`src/rtl/riscv_dift_exc_ctrl.sv`:
```
// DIFT exception controller: kills the offending EX instruction, flushes, holds a trap request until acked.
// kill_o is same-cycle; flush_o at N+1; trap_req_o from N+2 until ack. Optional log FIFO under DIFT_EXC_LOG_EN.
module riscv_dift_exc_ctrl #(
  parameter int CNT_WIDTH = 16,
  parameter int LOG_DEPTH = 4
) (
  input  logic                 clk,
  input  logic                 rst_n,
  input  logic                 enable_i,
  input  logic                 ex_valid_i,
  input  logic                 exception_i,
  input  logic [2:0]           check_i,
  input  logic                 is_load_i,
  input  logic [31:0]          pc_ex_i,
  input  logic [31:0]          addr_ex_i,
  input  logic                 trap_ack_i,
  input  logic                 clr_i,
  output logic                 kill_o,
  output logic                 halt_o,
  output logic                 flush_o,
  output logic                 trap_req_o,
  output logic [3:0]           cause_o,
  output logic [31:0]          trap_pc_o,
  output logic [31:0]          trap_addr_o,
  output logic [CNT_WIDTH-1:0] exc_count_o,
  output logic                 overrun_o,
  input  logic                 log_rd_i,
  output logic                 log_empty_o,
  output logic [35:0]          log_data_o
);

  typedef enum logic [1:0] {IDLE = 2'd0, FLUSH = 2'd1, TRAP = 2'd2} state_e;

  state_e               state_q, state_d;
  logic [3:0]           cause_q, cause_d;
  logic [31:0]          pc_q, pc_d;
  logic [31:0]          addr_q, addr_d;
  logic [CNT_WIDTH-1:0] cnt_q, cnt_d;
  logic                 ovr_q, ovr_d;
  logic                 hit, accept, log_drop;

  assign hit    = ex_valid_i & exception_i & enable_i;
  assign accept = hit & (state_q == IDLE);

  always_comb begin
    state_d = state_q;
    case (state_q)
      IDLE:    if (accept) state_d = FLUSH;
      FLUSH:   state_d = TRAP;
      TRAP:    if (trap_ack_i) state_d = IDLE;
      default: state_d = IDLE;
    endcase
  end

  always_comb begin
    cause_d = cause_q;
    pc_d    = pc_q;
    addr_d  = addr_q;
    if (accept) begin
      cause_d = {is_load_i, check_i};
      pc_d    = pc_ex_i;
      addr_d  = addr_ex_i;
    end
  end

  // Counter saturates; clear takes priority over a same-cycle violation.
  always_comb begin
    cnt_d = cnt_q;
    ovr_d = ovr_q;
    if (clr_i) begin
      cnt_d = '0;
      ovr_d = 1'b0;
    end else begin
      if (hit && (cnt_q != {CNT_WIDTH{1'b1}})) cnt_d = cnt_q + CNT_WIDTH'(1);
      if ((hit && (state_q != IDLE)) || log_drop) ovr_d = 1'b1;
    end
  end

  always_ff @(posedge clk or negedge rst_n) begin
    if (!rst_n) begin
      state_q <= IDLE;
      cause_q <= '0;
      pc_q    <= '0;
      addr_q  <= '0;
      cnt_q   <= '0;
      ovr_q   <= 1'b0;
    end else begin
      state_q <= state_d;
      cause_q <= cause_d;
      pc_q    <= pc_d;
      addr_q  <= addr_d;
      cnt_q   <= cnt_d;
      ovr_q   <= ovr_d;
    end
  end

  assign kill_o      = accept;
  assign flush_o     = (state_q == FLUSH);
  assign halt_o      = (state_q != IDLE);
  assign trap_req_o  = (state_q == TRAP);
  assign cause_o     = cause_q;
  assign trap_pc_o   = pc_q;
  assign trap_addr_o = addr_q;
  assign exc_count_o = cnt_q;
  assign overrun_o   = ovr_q;

`ifdef DIFT_EXC_LOG_EN
  localparam int PTR_W = (LOG_DEPTH > 1) ? $clog2(LOG_DEPTH) : 1;

  logic [35:0]    log_mem_q [LOG_DEPTH];
  logic [35:0]    log_mem_d [LOG_DEPTH];
  logic [PTR_W-1:0] rd_ptr_q, rd_ptr_d, wr_ptr_q, wr_ptr_d;
  logic [PTR_W:0]   lvl_q, lvl_d;
  logic           log_full, log_push, log_pop, push_ok;

  assign log_full = (lvl_q == (PTR_W+1)'(LOG_DEPTH));
  assign log_push = accept;
  assign log_pop  = log_rd_i & (lvl_q != '0);
  // A pop frees the slot in the same cycle, so push into a full FIFO still succeeds then.
  assign push_ok  = log_push & (~log_full | log_pop);
  assign log_drop = log_push & ~push_ok;

  always_comb begin
    log_mem_d = log_mem_q;
    rd_ptr_d  = rd_ptr_q;
    wr_ptr_d  = wr_ptr_q;
    lvl_d     = lvl_q;
    if (push_ok) begin
      log_mem_d[wr_ptr_q] = {is_load_i, check_i, pc_ex_i};
      wr_ptr_d = wr_ptr_q + PTR_W'(1);
    end
    if (log_pop) rd_ptr_d = rd_ptr_q + PTR_W'(1);
    if (push_ok && !log_pop) lvl_d = lvl_q + (PTR_W+1)'(1);
    else if (!push_ok && log_pop) lvl_d = lvl_q - (PTR_W+1)'(1);
  end

  always_ff @(posedge clk or negedge rst_n) begin
    if (!rst_n) begin
      for (int i = 0; i < LOG_DEPTH; i++) log_mem_q[i] <= '0;
      rd_ptr_q <= '0;
      wr_ptr_q <= '0;
      lvl_q    <= '0;
    end else begin
      log_mem_q <= log_mem_d;
      rd_ptr_q  <= rd_ptr_d;
      wr_ptr_q  <= wr_ptr_d;
      lvl_q     <= lvl_d;
    end
  end

  assign log_empty_o = (lvl_q == '0);
  assign log_data_o  = log_mem_q[rd_ptr_q];
`else
  logic unused_log_rd;
  assign unused_log_rd = log_rd_i;
  assign log_drop      = 1'b0;
  assign log_empty_o   = 1'b1;
  assign log_data_o    = '0;
`endif

endmodule
```
`config.mk`:
```
export PLATFORM = sky130hd
export DESIGN_NAME = riscv_dift_exc_ctrl
export DESIGN_NICKNAME = d
export VERILOG_FILES = /design/src/rtl/riscv_dift_exc_ctrl.sv
export SDC_FILE = /design/constraint.sdc
export NUM_CORES = 1
export LEC_CHECK = 0
export BUFFER_PORTS_ARGS = -buffer_cell sky130_fd_sc_hd__buf_2
export CORE_UTILIZATION = 45
export CTS_BUF_LIST = sky130_fd_sc_hd__clkbuf_8
export CTS_CLUSTER_DIAMETER = 50
export DETAILED_ROUTE_END_ITERATION = 8
export PLACE_DENSITY = 0.8
export SLEW_MARGIN = 20
export SYNTH_ARGS = -nofsm -noshare
export SYNTH_HDL_FRONTEND = slang
export SYNTH_SLANG_ARGS = --single-unit
```
`constraint.sdc`:
```
create_clock -name clk -period 2 [get_ports clk]
set_input_delay 0.1 -clock clk [delete_from_list [all_inputs] [get_ports clk]]
set_output_delay 0.1 -clock clk [all_outputs]
set_load 0.1 [all_outputs]
```
==> results of run 1 <==
cells in the mapped netlist:
cell / count
nand2_1: 5
mux2_1: 4
nand4_2: 1
and4_1: 1
nor4_1: 2
nor2_1: 8
and2_1: 1
nand4_1: 5
nor4b_1: 1
conb_1: 2
mux2_2: 67
nand3_1: 5
a21oi_1: 12
or3_1: 6
or4_1: 4
xor2_1: 1
nand3_2: 1
buf_6: 1
or3_2: 1
o41ai_4: 1
buf_2: 10
o31ai_1: 4
and3_1: 2
a21o_1: 1
mux2i_1: 1
or2_2: 1
inv_1: 2
ha_1: 1
nor2b_1: 7
or2_0: 1
dfrtp_1: 87
buf_4: 39
o21ai_0: 7
flip-flops by register name (all words and copies together) (netlist names):
name / cells
trap_pc_o: 32
cause_o: 4
exc_count_o: 16
state_q: 2
trap_addr_o: 32
overrun_o: 1
metrics by stage:
step                      power, mW  setup TNS (ps)  instances  worst slack, ps  hold WS, ps
after floorplan                5.65           -51.4        327            -51.4         -196
after global placement         6.14               0        551              109        -48.7
after detailed placement       6.20               0        551             75.8        -48.1
after CTS                      7.49               0        635             52.4         6.02
after global routing           7.72               0        636             12.8         21.4
final                          7.46               0        636             82.1         25.3
per-layer routing:
layer | share of wire [%] | wire [um] | up-vias | global-route usage (%)
met1 | 39 | 3550 | 1456 | 24.0
met2 | 54 | 4930 | 132 | 37.4
li1 | - | - | 1422 | -
met5 | 0 | 0 | - | 0
met3 | 6.1 | 559 | 13 | 4.51
met4 | 1.1 | 104 | 0 | 6.03
worst min-delay path, delay by kind of cell:
family	cells	cell delay (ps)
buffers and inverters	2	130
AO/OA/AOI/OAI	1	90
placed cells by master, fill, tap and decap left out, types with 2 or more instances in the layout:
master / count
o31ai_1: 4
or3_1: 6
and3_1: 2
buf_4: 5
nor2b_1: 5
dfrtp_2: 13
a21oi_1: 12
nand4_1: 5
clkbuf_8: 9
nand3_1: 5
conb_1: 37
inv_1: 4
mux2_1: 4
nor2_1: 8
nor4_1: 2
nand2_1: 5
o21ai_0: 7
buf_2: 161
or4_1: 4
dfrtp_1: 71
dlygate4sd3_1: 69
mux2_2: 67
clkinvlp_4: 2
buf_12: 3
dfrtp_4: 3
how the worst max path moves through the flow:
stage	start	endpoint	slack (ps)	cells past startpoint
final	exc_count_o[1]$_DFFE_PN0P_	exc_count_o[10]$_DFFE_PN0P_	80	5
after CTS	exc_count_o[1]$_DFFE_PN0P_	exc_count_o[0]$_DFFE_PN0P_	50	6
after detailed placement	exc_count_o[1]$_DFFE_PN0P_	exc_count_o[1]$_DFFE_PN0P_	80	6
after global routing	exc_count_o[1]$_DFFE_PN0P_	exc_count_o[10]$_DFFE_PN0P_	10	5
after global placement	exc_count_o[1]$_DFFE_PN0P_	exc_count_o[1]$_DFFE_PN0P_	110	6
after floorplan	exc_count_o[0]$_DFFE_PN0P_	exc_count_o[10]$_DFFE_PN0P_	-50	6
cells by family (layout without fill, tap and decap cells):
family,Yosys count,count (layout)
compound gates,25,25
xor+xnor,1,1
fa+ha+maj,1,1
buf+inv,52,256
flops,87,87
mux,72,72
other cells,2,37
simple gates,52,52
power groups by stage:
stage / sequential [mW] / clock (mW) / combinational (mW)
after CTS: 2.28 / 1.22 / 3.99
after detailed placement: 2.31 / 0 / 3.89
after global placement: 2.29 / 0 / 3.86
after global routing: 2.32 / 1.29 / 4.10
final: 2.28 / 1.17 / 4.00
after floorplan: 4.88 / 0 / 0.773
repair_timing:
| item | 4_1_cts | 5_1_grt |
|---|---|---|
| buffers inserted | 0 | 0 |
| setup endpoints to repair | 0 | 3 |
| hold endpoints to repair | 154 | 1 |
| hold buffers | 68 | 1 |
area by class of cell:
type	count	area, um^2
repair buffers	238	1590
clock buffers	9	124
clock inverters	7	66.3
well taps	105	131
inverters	2	7.51
flip-flops and latches	87	2200
multi-input cells	188	1460
fillers	582	2670
==> summary.md, run 1 <==
| Metric | Value |
|---|---|
| Diodes inserted | `0` |
| Gr ovfl total | `0` |
| Pin count of the biggest net entering global routing | `just under 60` |
| Tcrit/Tclk final | `95.9%` |
| Worst endpoint data arrival time | `about 2200 ps` |
| Total length of routed wires | `about 9100 um` |
| Hold Path Class | `input pin to flip-flop` |
| Synthesis-to-layout area growth | `45.4%` |
| Power Density | `roughly 1300 nW/um^2` |
| Compound-Gate Fraction of Synth Area | `about 4.2%` |
| Std cell rows | `33` |
| Crit path buf inv count | `0` |
| Worst Hold End | `state_q[1]$_DFFE_PN0P_` |
| Die Ht | `roughly 94 um` |
| Post-Synth XOR/XNOR Area | `less than 1%` |
| CP Max Fanout | `8` |
| Routed WL per cell | `about 14 um` |
| Logic pwr share | `53.6%` |
| Area leader, netlist | `dfrtp_1` |
| Switch share | `between 50% and 60%` |
| Fmax | `between 500 and 600 MHz` |
| Final Hold Viols | `0` |
| Yosys top cell area share | `56.6%` |
| Routed Antenna Nets | `0` |
| Final core utilization | `67.7%` |
| Yosys reg bits | `87` |
| Sequential share of power | `between 30% and 40%` |
| Mux contribution to synthesized area | `21.1%` |
| Worst-path cell chain | `ha_4 > nand4_1 > or2_0 > or4_1 > a21oi_1` |
| Largest cells by area after synthesis | `dfrtp_1 57%, mux2_2 20%, buf_4 7.6%` |
| Worst reg2reg startpoint | `exc_count_o[1]$_DFFE_PN0P_` |
| Core Region | `8260 um^2` |
| Nets | `approximately 600` |
| CTS Buf Count | `9` |
| Clk buf depth | `2` |
| Synthesized-area fraction occupied by adder cells | `less than 1%` |
| Sw power | `roughly 4 mW` |
| Synth Area in Simple Gates | `under 10%` |
| Antenna violations before repair | `0` |
| Slowest cell delay on critical path | `550 ps` |
| Buffers on Ports | `around 160` |
| Int Pwr | `about 3.3 mW` |
| Worst-path clk slew | `roughly 90 ps` |
| First-pass GRT wire length | `14,100 um` |
| Vias per Instance | `4.75` |
| Relative slew slack | `between 60 and 70%` |
| Hold_sp | `trap_ack_i` |
| Die footprint | `8920 um^2` |
| Syn_area_per_cell | `approximately 13 um^2` |
| First-pass iteration count of the detailed router | `4` |
| Placement Cell Area | `about 4700 um^2` |
| Skew-Pair Late Insertion Delay | `340 ps` |
| Largest family of logic cells by synthesized area | `multiplexers` |
| Max Cap Viol | `0` |
| Sequential fraction of the synthesis area | `~57%` |
| Setup violators final | `0` |
| LEAKAGE | `approximately 2.7 nW` |
| Startpoint types | `flip-flop` |
| DRT iter0 DRCs | `50` |
| WP data required | `around 2300 ps` |
| CTS Sinks | `87` |
| I/O pin cnt | `between 200 and 250` |
| Worst Hold Depth | `3` |
| Least-Margin Pin Slew | `approximately 500 ps` |
| Crit path max-delay family | `simple AND/OR/NAND/NOR gates` |
| Die width | `94.4 um` |
| Detailed-placement wirelength estimate | `~5800 um` |
| Cell area after layout | `5590 um^2` |
| Final Skew | `around 9 ps` |
| Number of global-route vias before repair | `2,925` |
| WS Path Type | `flip-flop to flip-flop` |
| Initial core utilization | `a little under half` |
| Synthesis warning total | `0` |
| H-tree depth | `3` |
| Worst R2R Setup Slack | `approximately 82 ps` |
| All-Layer GR Usage | `between 20% and 30%` |
| Mapped Area | `between 3000 and 4000 um^2` |
| Unrepaired setup endpoints after global routing | `false` |
| Crit. End Element | `flip-flop` |
| Cell at the root of the clock tree | `clkbuf_8` |
| Outcome | `complete, no violations` |
| Clock power frac | `approximately 16%` |
| Distinct cells, synth | `33` |
| CTS tree | `done` |
| R2R cell count | `5` |
| Slew Limit Fails | `0` |
| Via Count | `3,023` |
| Post-cts repair resize count | `0` |
| Maximum vdd drop | `between 0.8 and 0.9 mV` |
| Reg2reg end | `exc_count_o[10]$_DFFE_PN0P_` |
| Detailed-route DRC error count | `0` |
| Period minus WS final | `1920 ps` |
| Share of layout cells above drive strength 1 | `around 52%` |
| GPL Wtd Cong | `between 0.7 and 0.8` |
| CP max stage cell | `or4_1` |
| Post-synthesis instance total | `~300` |
No activity file was read; power rests on OpenSTA's default activity.
==> run 2, diff against run 1 <==
- clock period: 2 -> 1.95 ns (I/O delays scaled with it)
==> summary.md, run 2 (synthesis results as in run 1) <==
| Metric | Value |
|---|---|
| Outcome | `complete, no violations (unchanged)` |
| Placed instance count | `552 (was 551)` |
| CP Max Fanout | `8 (unchanged)` |
| LEAKAGE | `2.70 nW (was 2.68 nW)` |
| Hold_sp | `trap_ack_i (unchanged)` |
| Vias per Instance | `4.85 (was 4.75)` |
| Setup violators final | `0 (unchanged)` |
| First-pass iteration count of the detailed router | `4 (unchanged)` |
| All-Layer GR Usage | `22.5% (was 20.5%)` |
| CTS tree | `done (unchanged)` |
| Share of layout cells above drive strength 1 | `52.2% (was 51.6%)` |
| Core Region | `8260 um^2 (unchanged)` |
| Worst reg2reg startpoint | `exc_count_o[0]$_DFFE_PN0P_ (was exc_count_o[1]$_DFFE_PN0P_)` |
| Worst-path cell chain | `ha_4 > nand4_1 > o41ai_4 > buf_4 > mux2i_1 > nor2_1 (was ha_4 > nand4_1 > or2_0 > or4_1 > a21oi_1)` |
| Final core utilization | `68.1% (was 67.7%)` |
| Detailed-placement wirelength estimate | `6020 um (was 5780 um)` |
| I/O pin cnt | `202 (unchanged)` |
| Gr ovfl total | `0 (unchanged)` |
| Met3 Use GR | `4.19% (was 4.51%)` |
| Switch share | `55.5% (was 55.3%)` |
| Worst Hold End | `state_q[1]$_DFFE_PN0P_ (unchanged)` |
| CTS Buf Count | `9 (unchanged)` |
| Unrepaired setup endpoints after global routing | `true (was false)` |
| Die footprint | `8920 um^2 (unchanged)` |
| Slew Limit Fails | `0 (unchanged)` |
| Crit path buf inv count | `1 (was 0)` |
| Synthesis-to-layout area growth | `46.3% (was 45.4%)` |
| Die Ht | `94.4 um (unchanged)` |
| Worst R2R Setup Slack | `30 ps (was 80 ps)` |
| Int Pwr | `3.42 mW (was 3.34 mW)` |
| Routed Antenna Nets | `0 (unchanged)` |
| CTS Sinks | `87 (unchanged)` |
| Worst endpoint data arrival time | `2140 ps (was 2180 ps)` |
| WP data required | `2170 ps (was 2260 ps)` |
| WS Path Type | `flip-flop to flip-flop (unchanged)` |
| Nets | `605 (was 603)` |
| Finished Layout Cells | `638 (was 636)` |
| Global Route met1 Usage | `24.6% (was 24.0%)` |
| Reg2reg end | `exc_count_o[1]$_DFFE_PN0P_ (was exc_count_o[10]$_DFFE_PN0P_)` |
| Std cell rows | `33 (unchanged)` |
| R2R cell count | `6 (was 5)` |
| Initial core utilization | `46.6% (unchanged)` |
| Sw power | `4.26 mW (was 4.12 mW)` |
| Final Skew | `13.3 ps (was 8.85 ps)` |
| Final Hold Viols | `0 (unchanged)` |
| Fmax | `522 MHz (was 521 MHz)` |
| Max Cap Viol | `0 (unchanged)` |
| Buffers on Ports | `163 (unchanged)` |
| Crit path max-delay family | `compound AO/OA/AOI/OAI gates (was simple AND/OR/NAND/NOR gates)` |
| Hold_ws | `30.0 ps (was 25.3 ps)` |
| Startpoint types | `flip-flop (unchanged)` |
| Worst-path clk slew | `90 ps (about the same)` |
| Most frequent cells in the layout | `161 x buf_2, 71 x dfrtp_1, 67 x mux2_2, 67 x dlygate4sd3_1, 37 x conb_1 (was 161 x buf_2, 71 x dfrtp_1, 69 x dlygate4sd3_1)` |
| Routed WL per cell | `15.6 um (was 14.4 um)` |
| Tcrit/Tclk final | `98.3% (was 95.9%)` |
| Maximum vdd drop | `0.707 mV (was 0.882 mV)` |
| CP max stage cell | `o41ai_4 (was or4_1)` |
| Period minus WS final | `1920 ps (about the same)` |
| Clk buf depth | `2 (unchanged)` |
| Total length of routed wires | `9930 um (was 9140 um)` |
| Crit. End Element | `flip-flop (unchanged)` |
| First-pass GRT wire length | `15,300 um (was 14,100 um)` |
| Relative slew slack | `65.6% (was 66.9%)` |
| Sequential share of power | `30.5% (was 30.6%)` |
| Placement Cell Area | `4740 um^2 (was 4710 um^2)` |
| Die width | `94.4 um (unchanged)` |
| H-tree depth | `3 (unchanged)` |
| Antenna violations before repair | `0 (unchanged)` |
| Power, Total | `7.68 mW (was 7.46 mW)` |
| Gr busiest metal | `met2 (unchanged)` |
| Power Density | `1370 nW/um^2 (was 1330 nW/um^2)` |
| Least-Margin Pin Slew | `520 ps (was 495 ps)` |
| Slowest cell delay on critical path | `520 ps (was 550 ps)` |
| Number of global-route vias before repair | `3,175 (was 2,925)` |
| Logic pwr share | `53.8% (was 53.6%)` |
| Via Count | `3,092 (was 3,023)` |
| Detailed-route DRC error count | `0 (unchanged)` |
| Diodes inserted | `0 (unchanged)` |
| Hold Path Class | `input pin to flip-flop (unchanged)` |
| Most common library cell in the layout ignoring fill and taps | `buf_2 (unchanged)` |
| Pin count of the biggest net entering global routing | `56 (was 58)` |
| Global Route met2 Usage | `42.0% (was 37.4%)` |
| GPL Wtd Cong | `0.782 (was 0.746)` |
| Cell at the root of the clock tree | `clkbuf_8 (unchanged)` |
| Worst Hold Depth | `3 (unchanged)` |
| Clock power frac | `15.7% (about the same)` |
| DRT iter0 DRCs | `58 (was 50)` |
| Cell area after layout | `5630 um^2 (was 5590 um^2)` |
| Skew-Pair Late Insertion Delay | `340 ps (about the same)` |
## run 2: cell types whose count changed in the layout (fill, tap and decap cells not counted)
cell and delta:
dlygate4sd3_1 -2, buf_12 +1, dfrtp_2 -6, clkinvlp_4 -1
clkinv_4 -1, inv_6 +1, buf_4 +3, or2_1 +1
or2_0 -1, dfrtp_4 +6, clkinv_2 +1
## run 2: repair_timing
| item | CTS | global route |
|---|---|---|
| buffers inserted | 0 | 3 |
| endpoints found under the setup margin | 0 | 8 |
| hold endpoints to repair | 97 | 1 |
| hold buffers | 66 | 1 |
| gates resized for setup | 0 | 1 |
## run 2: how the worst max path moves through the flow
stage,start,to,slack [ps],cells past startpoint
finish,exc_count_o[0]$_DFFE_PN0P_,exc_count_o[1]$_DFFE_PN0P_,30,6
detailed placement,exc_count_o[0]$_DFFE_PN0P_,exc_count_o[1]$_DFFE_PN0P_,70,6
global placement,exc_count_o[0]$_DFFE_PN0P_,exc_count_o[1]$_DFFE_PN0P_,120,6
floorplan,exc_count_o[0]$_DFFE_PN0P_,exc_count_o[10]$_DFFE_PN0P_,-100,6
global route,exc_count_o[1]$_DFFE_PN0P_,exc_count_o[1]$_DFFE_PN0P_,-60,6
CTS,exc_count_o[0]$_DFFE_PN0P_,exc_count_o[1]$_DFFE_PN0P_,50,6
## run 2: power by group through the flow
stage,Sequential (mW),Clock (mW),Combinational [mW]
3_5_place_dp,2.37,0,4.01
2_1_floorplan,5.01,0,0.793
3_3_place_gp,2.34,0,3.98
5_1_grt,2.39,1.31,4.23
6_report,2.35,1.21,4.13
4_1_cts,2.33,1.25,4.11
## run 2: metal layers
metal  vias to the layer above  routed length (um)
met5                         -                   0
met4                         0                 321
met3                        25                 545
met2                       127                5480
met1                      1524                3590
li1                       1416                   -
## run 2: through the flow
step                setup TNS (ps)  setup slack [ps]
floorplan                    -99.7             -99.7
global placement                 0               119
detailed placement               0              70.2
CTS                              0              54.0
global route                  -205             -59.6
finish                           0              32.7
## run 2: cell type report
| cell class | instances | area [um^2] |
|---|---|---|
| Tap cell | 105 | 131 |
| Sequential cell | 87 | 2220 |
| Multi-Input combinational cell | 188 | 1460 |
| Clock inverter | 7 | 63.8 |
| Clock buffer | 9 | 124 |
| Timing Repair Buffer | 240 | 1620 |
| Fill cell | 596 | 2630 |
| Inverter | 2 | 7.51 |
## run 2: worst register-to-register path: stages (launching register included)
cell,delay (ps)
dfrtp_4,460
ha_4,160
nand4_1,180
o41ai_4,520
buf_4,240
mux2i_1,190
nor2_1,60
==> run 3, diff against run 2 <==
- HOLD_SLACK_MARGIN: not set -> 0.15
==> summary.md, run 3 (synthesis results as in run 1) <==
| Metric | Value |
|---|---|
| Routed Antenna Nets | `0 (unchanged)` |
| Gr ovfl total | `0 (unchanged)` |
| Clock power frac | `15.7% (about the same)` |
| Cell area after layout | `5670 um^2 (was 5630 um^2)` |
| Skew-Pair Late Insertion Delay | `340 ps (about the same)` |
| Via Count | `3,111 (was 3,092)` |
| Power Density | `1360 nW/um^2 (was 1370 nW/um^2)` |
| Worst-path clk slew | `90 ps (about the same)` |
| Startpoint types | `flip-flop (unchanged)` |
| I/O pin cnt | `202 (unchanged)` |
| First-pass GRT wire length | `15,700 um (was 15,300 um)` |
| Crit path from | `exc_count_o[0]$_DFFE_PN0P_ (unchanged)` |
| Std cell rows | `33 (unchanged)` |
| Switch share | `55.5% (about the same)` |
| Initial core utilization | `46.6% (unchanged)` |
| Final Hold Viols | `0 (unchanged)` |
| Relative slew slack | `65.6% (about the same)` |
| Antenna violations before repair | `0 (unchanged)` |
| Slowest cell delay on critical path | `520 ps (about the same)` |
| Share of layout cells above drive strength 1 | `51.8% (was 52.2%)` |
| Sequential share of power | `30.5% (about the same)` |
| CP max stage cell | `o41ai_4 (unchanged)` |
| Worst reg2reg startpoint | `exc_count_o[0]$_DFFE_PN0P_ (unchanged)` |
| Worst endpoint data arrival time | `2140 ps (about the same)` |
| Unrepaired setup endpoints after global routing | `true (unchanged)` |
| Pin count of the biggest net entering global routing | `56 (unchanged)` |
| Sw power | `4.27 mW (was 4.26 mW)` |
| Nets | `609 (was 605)` |
| Slew Limit Fails | `0 (unchanged)` |
| Die width | `94.4 um (unchanged)` |
| CTS Sinks | `87 (unchanged)` |
| Clk buf depth | `2 (unchanged)` |
| Tcrit/Tclk final | `98.2% (was 98.3%)` |
| Most common library cell in the layout ignoring fill and taps | `buf_2 (unchanged)` |
| Synthesis-to-layout area growth | `47.3% (was 46.3%)` |
| LEAKAGE | `2.71 nW (was 2.70 nW)` |
| Core Region | `8260 um^2 (unchanged)` |
| Fill cells | `598 (was 596)` |
| Crit path max-delay family | `compound AO/OA/AOI/OAI gates (unchanged)` |
| Total length of routed wires | `10,200 um (was 9930 um)` |
| Maximum vdd drop | `0.710 mV (was 0.707 mV)` |
| Period minus WS final | `1910 ps (was 1920 ps)` |
| Vias per Instance | `4.85 (about the same)` |
| Power, Total | `7.70 mW (was 7.68 mW)` |
| Buffers on Ports | `163 (unchanged)` |
| Detailed-route DRC error count | `0 (unchanged)` |
| Die Ht | `94.4 um (unchanged)` |
| Outcome | `complete, no violations (unchanged)` |
| Most frequent cells in the layout | `161 x buf_2, 71 x dfrtp_1, 71 x dlygate4sd3_1 (was 161 x buf_2, 71 x dfrtp_1, 67 x mux2_2, 67 x dlygate4sd3_1, 37 x conb_1)` |
| Fmax | `522 MHz (about the same)` |
| Placed instance count | `552 (unchanged)` |
| Diodes inserted | `0 (unchanged)` |
| Hold_ws | `251 ps (was 30.0 ps)` |
| WP data required | `2170 ps (about the same)` |
| GPL Wtd Cong | `0.782 (unchanged)` |
| Detailed-placement wirelength estimate | `6020 um (unchanged)` |
| Die footprint | `8920 um^2 (unchanged)` |
| Max Cap Viol | `0 (unchanged)` |
| CTS tree | `done (unchanged)` |
| Finished Layout Cells | `642 (was 638)` |
| Cell at the root of the clock tree | `clkbuf_8 (unchanged)` |
| CP Max Fanout | `8 (unchanged)` |
| Int Pwr | `3.43 mW (was 3.42 mW)` |
| Final Skew | `14.0 ps (was 13.3 ps)` |
| H-tree depth | `3 (unchanged)` |
| WS Path Type | `flip-flop to flip-flop (unchanged)` |
| Routed WL per cell | `15.8 um (was 15.6 um)` |
| Number of global-route vias before repair | `3,210 (was 3,175)` |
| First-pass iteration count of the detailed router | `4 (unchanged)` |
| Least-Margin Pin Slew | `519 ps (was 520 ps)` |
| Crit path buf inv count | `1 (unchanged)` |
| Crit. End Element | `flip-flop (unchanged)` |
| Logic pwr share | `53.8% (about the same)` |
| Placement Cell Area | `4740 um^2 (unchanged)` |
| DRT iter0 DRCs | `63 (was 58)` |
| Hold Path Class | `input pin to asynchronous set/reset pin (was input pin to flip-flop)` |
| All-Layer GR Usage | `23.2% (was 22.5%)` |
| Worst-path cell chain | `ha_4 > nand4_1 > o41ai_4 > buf_4 > mux2i_1 > nor2_1 (unchanged)` |
| Setup violators final | `0 (unchanged)` |
| CTS Buf Count | `9 (unchanged)` |
==> run 3: cell count changes in the layout (fill, tap and decap cells not counted), sizes merged <==
cell         delta
dlygate4sd3     +4
==> run 3: cell type report <==
cell class / instances / area, um^2 / share of cell area [%]
Timing Repair Buffer: 244 / 1660 / 29.2
Inverter: 2 / 7.51 / 0.133
Clock inverter: 7 / 63.8 / 1.13
Multi-Input combinational cell: 188 / 1460 / 25.8
Clock buffer: 9 / 124 / 2.19
Sequential cell: 87 / 2220 / 39.2
Tap cell: 105 / 131 / 2.32
==> run 3: what timing repair did <==
item | 4_1_cts | 5_1_grt
buffers inserted | 0 | 3
endpoints found under the hold margin | 124 | 0
gates resized for setup | 0 | 1
hold buffers | 71 | 0
setup endpoints to repair | 0 | 8
==> run 3: through the flow <==
step | utilization, % | setup TNS [ps] | worst slack [ps]
after floorplan | - | -99.7 | -99.7
after global placement | 57.5 | 0 | 119
after detailed placement | 57.5 | 0 | 70.2
after CTS | 68.3 | 0 | 54.0
after global routing | 68.6 | -205 | -59.7
final | 68.6 | 0 | 35.6
==> run 3: worst paths after layout <==
check / cells past startpoint / slack, ps / to
min in group clk: 3 / 330 / state_q[0]$_DFFE_PN0P_
worst min-delay path: 2 / 250 / trap_pc_o[1]$_DFFE_PN0P_
worst max-delay path: 6 / 40 / exc_count_o[1]$_DFFE_PN0P_
worst min register to register: 2 / 500 / overrun_o$_DFFE_PN0P_
worst max register to register: 6 / 40 / exc_count_o[1]$_DFFE_PN0P_
max in group asynchronous: 3 / 1060 / trap_addr_o[28]$_DFFE_PN0P_
==> run 3: metal layers <==
| metal | track usage (%) | vias up | share of wire (%) | routed length [um] |
|---|---|---|---|---|
| li1 | - | 1432 | - | - |
| met1 | 24.5 | 1516 | 35 | 3590 |
| met2 | 43.7 | 134 | 55 | 5640 |
| met3 | 4.75 | 29 | 5.5 | 563 |
| met5 | 0 | - | 0 | 0 |
| met4 | 10.8 | 0 | 3.7 | 377 |
==> run 3: power groups by stage <==
stage | logic [mW] | registers, mW | clock network [mW]
floorplan | 0.793 | 5.01 | 0
global placement | 3.98 | 2.34 | 0
detailed placement | 4.01 | 2.37 | 0
CTS | 4.12 | 2.33 | 1.25
global route | 4.24 | 2.40 | 1.32
finish | 4.14 | 2.35 | 1.21
